<file path="src/rtl/conv_result_writer.sv">
`default_nettype none
// ============================================================================
// conv_result_writer : ReLU + row/col tagging + FWFT FIFO at the adder-tree sink
// Rev 1.0
// ============================================================================
module conv_result_writer #(
  parameter int DATA_W     = 8,
  parameter int FIFO_DEPTH = 8,
  parameter int MAP_COLS   = 26,
  parameter int MAP_ROWS   = 26
) (
  input  logic                          clk,
  input  logic                          rst_n,
  input  logic                          clear,
  input  logic [DATA_W-1:0]             in_data,
  input  logic                          in_valid,
  output logic [DATA_W-1:0]             out_data,
  output logic                          out_valid,
  input  logic                          out_ready,
  output logic                          out_last_col,
  output logic                          out_last_frame,
  output logic [$clog2(FIFO_DEPTH):0]   fifo_count,
  output logic                          overflow,
  output logic                          frame_done
);

  localparam int AW    = $clog2(FIFO_DEPTH);
  localparam int CNT_W = AW + 1;
  localparam int COL_W = (MAP_COLS > 1) ? $clog2(MAP_COLS) : 1;
  localparam int ROW_W = (MAP_ROWS > 1) ? $clog2(MAP_ROWS) : 1;
  localparam int ENT_W = DATA_W + 2;

  localparam logic [COL_W-1:0] COL_LAST = COL_W'(MAP_COLS - 1);
  localparam logic [ROW_W-1:0] ROW_LAST = ROW_W'(MAP_ROWS - 1);
  localparam logic [CNT_W-1:0] CNT_FULL = CNT_W'(FIFO_DEPTH);

  // Entry layout: {last_frame, last_col, pixel}
  logic [ENT_W-1:0]  mem [FIFO_DEPTH];
  logic [AW-1:0]     wr_ptr;
  logic [AW-1:0]     rd_ptr;
  logic [COL_W-1:0]  col;
  logic [ROW_W-1:0]  row;
  logic              full;
  logic              push;
  logic              pop;
  logic [DATA_W-1:0] pixel;
  logic              tag_last_col;
  logic              tag_last_frame;
  logic [ENT_W-1:0]  head;

  assign full      = (fifo_count == CNT_FULL);
  assign out_valid = (fifo_count != '0);
  assign pop       = out_valid && out_ready;
  // A pop frees a slot in the same cycle, so a full FIFO can still accept.
  assign push      = in_valid && (!full || pop);

  assign pixel          = in_data[DATA_W-1] ? '0 : in_data;
  assign tag_last_col   = (col == COL_LAST);
  assign tag_last_frame = tag_last_col && (row == ROW_LAST);

  assign head           = out_valid ? mem[rd_ptr] : '0;
  assign out_data       = head[DATA_W-1:0];
  assign out_last_col   = head[DATA_W];
  assign out_last_frame = head[DATA_W+1];

  always_ff @(posedge clk) begin
    if (push && !clear) begin
      mem[wr_ptr] <= {tag_last_frame, tag_last_col, pixel};
    end
  end

  always_ff @(posedge clk or negedge rst_n) begin
    if (!rst_n) begin
      wr_ptr     <= '0;
      rd_ptr     <= '0;
      fifo_count <= '0;
      col        <= '0;
      row        <= '0;
      overflow   <= 1'b0;
      frame_done <= 1'b0;
    end else if (clear) begin
      wr_ptr     <= '0;
      rd_ptr     <= '0;
      fifo_count <= '0;
      col        <= '0;
      row        <= '0;
      overflow   <= 1'b0;
      frame_done <= 1'b0;
    end else begin
      if (push) wr_ptr <= wr_ptr + 1'b1;
      if (pop)  rd_ptr <= rd_ptr + 1'b1;

      case ({push, pop})
        2'b10:   fifo_count <= fifo_count + 1'b1;
        2'b01:   fifo_count <= fifo_count - 1'b1;
        default: fifo_count <= fifo_count;
      endcase

      // Geometry follows every upstream sample, dropped or not.
      if (in_valid) begin
        if (tag_last_col) begin
          col <= '0;
          row <= (row == ROW_LAST) ? '0 : row + 1'b1;
        end else begin
          col <= col + 1'b1;
        end
      end

      if (in_valid && full && !pop) overflow <= 1'b1;

      frame_done <= pop && head[DATA_W+1];
    end
  end

endmodule
`default_nettype wire

</file>
<file path="config.mk">
export PLATFORM = sky130hd
export DESIGN_NAME = conv_result_writer
export DESIGN_NICKNAME = d
export VERILOG_FILES = /design/src/rtl/conv_result_writer.sv
export SDC_FILE = /design/constraint.sdc
export NUM_CORES = 1
export LEC_CHECK = 0
export CAP_MARGIN = 20
export CORE_MARGIN = 8
export CORE_UTILIZATION = 54
export CTS_CLUSTER_SIZE = 25
export DETAILED_ROUTE_END_ITERATION = 8
export PLACE_DENSITY = 0.76
export SYNTH_ARGS = -nofsm -noshare
export SYNTH_HDL_FRONTEND = slang
export SYNTH_SLANG_ARGS = --single-unit
</file>
<file path="constraint.sdc">
create_clock -name clk -period 3.4 [get_ports clk]
set_input_delay 0.68 -clock clk [delete_from_list [all_inputs] [get_ports clk]]
set_output_delay 0.68 -clock clk [all_outputs]
set_load 0.005 [all_outputs]
</file>
### Word-level counts from Yosys, hierarchy flattened

Memories as Yosys holds them, arrays and structs flattened.
Index checks and enable logic that the tools add are counted.

* word-level logic and storage cells: 58
* RAM bits: 72
* bits of input ports: 13
* memories kept: 1
* output and inout port bits: 17
* register bits after elaboration: 22

* reduce and logical (&&, ||, !) cells: 19
* equality and inequality tests: 5
* muxes and demuxes: 20
* $add $sub $neg: 6

Memory list
* mem: words 8, bits a word 9, rd ports 1, clocked after memory_dff 0, wr ports 1, RTL line 38 `logic [ENT_W-1:0] mem [FIFO_DEPTH];`

Operator list (number)
* $mux 5: 7
* $mux 3: 4
* $add 5x1->5 const B: 2
* $eq 5x5->1 const B: 2
* $mux 10: 1
* $reduce_bool 2->1: 5
* $pmux 4 s2: 1
* $logic_and 1x1->1: 7
* $mux 7: 1
* $add 3x1->3 const B: 2
* $mux 1: 5
* $add 4x1->4 const B: 1
* $eq 4x4->1 const B: 1
* $mux 4: 1
* $reduce_bool 4->1: 1
* $sub 4x1->4 const B: 1
* $logic_not 1->1: 3
* $reduce_bool 3->1: 1
* $eq 2x1->1 const B: 1
* $eq 2x2->1 const B: 1
* $reduce_and 2->1: 1
* $logic_or 1x1->1: 1

### Longest topological paths before layout

* depth in word-level cells: 7
* gate-level depth with buffers: 8
* mapped depth without buffers: 7

### Least setup slack after synthesis

OpenSTA, ideal clock, no wires.

* kind: in2reg
* from: in in_valid
* to: mem mem[0][0] (netlist name), enable pin
* stages on the path: 3
* setup slack: 0.721 ns
* buffers on the path: 1
* arrival time: 2.276 ns
* library setup time: 0.403 ns
* required time: 2.997 ns
* cell sequence: buf_1 > o31ai_2 > nor4b_1

* word-level cells in the longest chain between the ends: 4

Ends and longest elaborated chain
* start, declared: RTL line 16 `input logic in_valid,`
* $logic_and 1x1->1: RTL line 55 `assign push = in_valid && (!full || pop);`
* $logic_and 1x1->1: RTL line 67 `if (push && !clear) begin`
* $mux 1: RTL line 67
* $mux 1 (implied by the code): RTL line 68 `mem[wr_ptr] <= {tag_last_frame, tag_last_col, pixel};`
* end, declared: RTL line 38

Every way passes these cells.

### Final worst setup path

* from: reg rd_ptr[1]
* to: out out_data[1]

* word-level cells in the longest chain between the ends: 2

Ends and longest elaborated chain
* start, declared: RTL line 40 `logic [AW-1:0] rd_ptr;`
* start signal, assigned: RTL line 91 `if (pop) rd_ptr <= rd_ptr + 1'b1;`
* $mem_v2 8x9
* $mux 10: RTL line 61 `assign head = out_valid ? mem[rd_ptr] : '0;`
* end, declared: RTL line 17 `output logic [DATA_W-1:0] out_data,`

Every way passes these cells.

==> impl_metrics.py <==
metrics = {
    "global_routing": {
        "grt_max_degree": 27,
        "grt_usage": 0.147,
        "grt_pass1_wl_um": 12400,
        "grt_overflow": 0,
        "first_global_vias": 2298,
        "antenna_found_initial": 0,
    },
    "synthesis": {
        "muxShareOfSynthArea": 0.129,
        "synth_ff_type": "edfxtp_1",
        "synth_adder_area_share": 0.0241,
        "avgSynthCellArea_um2": 15.8,
        "synth_cell_type_count": 52,
        "synth_edf_count": 72,
        "yosys.area_share.simple": 0.0899,
        "syn_nets": 284,
        "synth_xor_area_frac": 0.0148,
        "syn_inst": 263,
        "synth_top_family_by_area": "multiplexers",
        "synth-seq-cells": 94,
        "ys_seq_area_frac": 0.654,
        "ys_warn_count": 0,
        "async_reset_ff_frac": 0.234,
        "synth_compound_gate_area_share": 0.0624,
        "syn_area_um2": 4150,
    },
    "clock_network": {
        "cts.reportedPaths.clkPinSlew_ns": 0.09,
        "cts_sinks": 94,
        "cts_buffer_depth": 2,
        "clock_latency_ns": 0.35,
        "hold_buffers": 0,
        "root_buffer": "clkbuf_8",
        "cts_setup_buffers": 0,
        "tritoncts": "done",
        "cts-buffers-inserted": 9,
        "cts_max_level": 3,
        "post_cts_resize_count": 0,
    },
    "floorplanning": {
        "io_pins": 30,
        "chipHeight_um": 104,
        "rows": 32,
        "core-area_um2": 7570,
        "initial_core_util": 0.548,
        "die_x_um": 104,
        "die_area_um2": 10700,
    },
    "placed_design": {
        "preCtsSetupSlack_ns": 0.494,
        "gpl.final_weighted_congestion": 0.813,
        "placed_cell_area_um2": 4560,
        "io_buffers": 28,
        "dp_hpwl_um": 5150,
    },
    "timing": {
        "max_clock_freq_ghz": 0.332,
        "rsz0062_at_grt": "false",
        "finalClockSkew_ns": 0.00929,
        "relSlewSlack": 0.346,
        "hold_viol": 0,
        "setup_violations": 0,
        "tightest_slew_ns": 0.977,
        "setup_ws_ns": 0.390,
        "fin_crit_sh": 0.885,
        "finalMaxSlewViolations": 0,
        "fin_crit_ns": 3.01,
        "fin_setup_tns_ns": 0,
    },
    "critical_path": {
        "cp_max_fo": 13,
        "critical_path.top_delay_family": "buffers and inverters",
        "cp.required_ns": 2.72,
        "startpoint_type": "flip-flop",
        "slowest_delay_ns": 0.70,
        "path_cells": "buf_4 -> mux4_2 -> mux2i_1 -> nor2_1 -> clkdlybuf4s50_1",
        "criticalPathCategory": "reg2out",
        "setup.worst_path.end_class": "primary output",
        "cp.arrival_ns": 2.33,
        "worst-path-buf-inv": 2,
        "worst_path_max_delay_cell": "dfrtp_1",
    },
    "routing": {
        "routed_wl_um": 7690,
        "first_pass_iters": 4,
        "drc": 0,
        "drt_iter0_drc": 150,
        "vias": 2354,
        "post_drt_wl_per_cell_um": 19.0,
        "ant_nets": 0,
        "avgViaCountPerCell": 5.81,
    },
    "layout": {
        "areaGrowthSynthToFinish_pct": 14.9,
        "num_antenna_cells": 0,
        "nNetsFinal": 319,
        "drive_above_1_share": 0.172,
        "final_area_um2": 4760,
        "n_fill_cell": 558,
        "fin_util": 0.630,
    },
    "outcome": {
        "status": "finished clean",
    },
    "power": {
        "ir_drop_v": 0.000282,
        "power_density_nw_per_um2": 601,
        "power.total_uw": 2860,
        "p_leak_uw": 0.00163,
    },
    "hold_path": {
        "hold_path.class": "reg2reg",
    },
    "job": {
        "cap_violations": 0,
    },
}
-- stage by stage --
step	hold WS [ns]	std cells
after floorplan	0.384	263
after global placement	0.507	388
after detailed placement	0.514	388
after CTS	0.527	404
after global routing	0.568	405
final	0.521	405
-- placed cells by master, fill, tap and decap left out, drive strengths merged, types with 4 or more instances in the layout --
cell type / instances
inv: 8
a21oi: 6
clkinv: 5
nor2: 28
clkdlybuf4s50: 28
mux4: 18
o21ai: 5
edfxtp: 72
nor2b: 9
nor3: 9
ha: 8
clkbuf: 9
xor2: 7
dfrtp: 22
nand3: 4
nand2: 4
mux2i: 12
buf: 11
-- final timing paths --
check / startpoint / end / slack, ns / depth (start not counted)
min reg2reg: row[3] / row[3] / 0.52 / 1
max: rd_ptr[1] / out_data[1] / 0.39 / 5
min: row[3] / row[3] / 0.52 / 1
max in group asynchronous: rst_n / rd_ptr[0] / 2.35 / 2
max reg2reg: fifo_count[0] / fifo_count[3] / 0.79 / 6
min in group asynchronous: rst_n / row[3] / 0.63 / 1
-- metal layers --
layer  track usage  wire length, µm  up-vias
li1              -                -     1089
met1         0.196             3410     1201
met2         0.229             3850       54
met3        0.0248              297       10
met4        0.0724              138        0
met5             0                0        -
-- cells by family after synthesis --
family                     count (synthesis)
adders and majority gates                  8
xor gates and xnor gates                   7
AOI/OAI and AO/OA                         32
buffers and inverters                     21
and+or+nand+nor                           69
muxes                                     31
other                                      1
DFF                                       94
-- layout make-up --
cell class / count / area (µm²) / area share
Timing Repair Buffer: 39 / 383 / 0.0804
Multi-Input combinational cell: 148 / 1350 / 0.283
Tap cell: 102 / 128 / 0.0268
Inverter: 6 / 22.5 / 0.00473
Sequential cell: 94 / 2710 / 0.569
Clock buffer: 9 / 124 / 0.0260
Clock inverter: 7 / 48.8 / 0.0102
-- power breakdown --
group | leakage (µW) | internal [µW] | total, µW | switching (µW)
logic | 0.000599 | 444 | 832 | 388
clock network | 0.0000914 | 269 | 651 | 383
registers | 0.000942 | 1290 | 1380 | 86.8
-- cell usage after synthesis, types with 3 or more instances --
master / instances / area [µm²]
a21oi_1: 6 / 30.0
buf_1: 4 / 15.0
buf_2: 3 / 15.0
clkbuf_1: 5 / 18.8
dfrtp_1: 22 / 551
edfxtp_1: 72 / 2160
ha_1: 8 / 100
inv_1: 5 / 18.8
mux2i_1: 12 / 120
mux4_2: 18 / 405
nand2_1: 4 / 15.0
nand3_1: 4 / 20.0
nor2_1: 28 / 105
nor2b_1: 9 / 56.3
nor3_1: 8 / 40.0
o21ai_0: 3 / 15.0
xor2_1: 7 / 61.3
-- registers in the layout (all words and copies together) (netlist names) --
signal,flops
row,5
fifo_count,4
rd_ptr,3
overflow,1
wr_ptr,3
frame_done,1
mem,72
col,5
(Power assumes the default switching activity.)
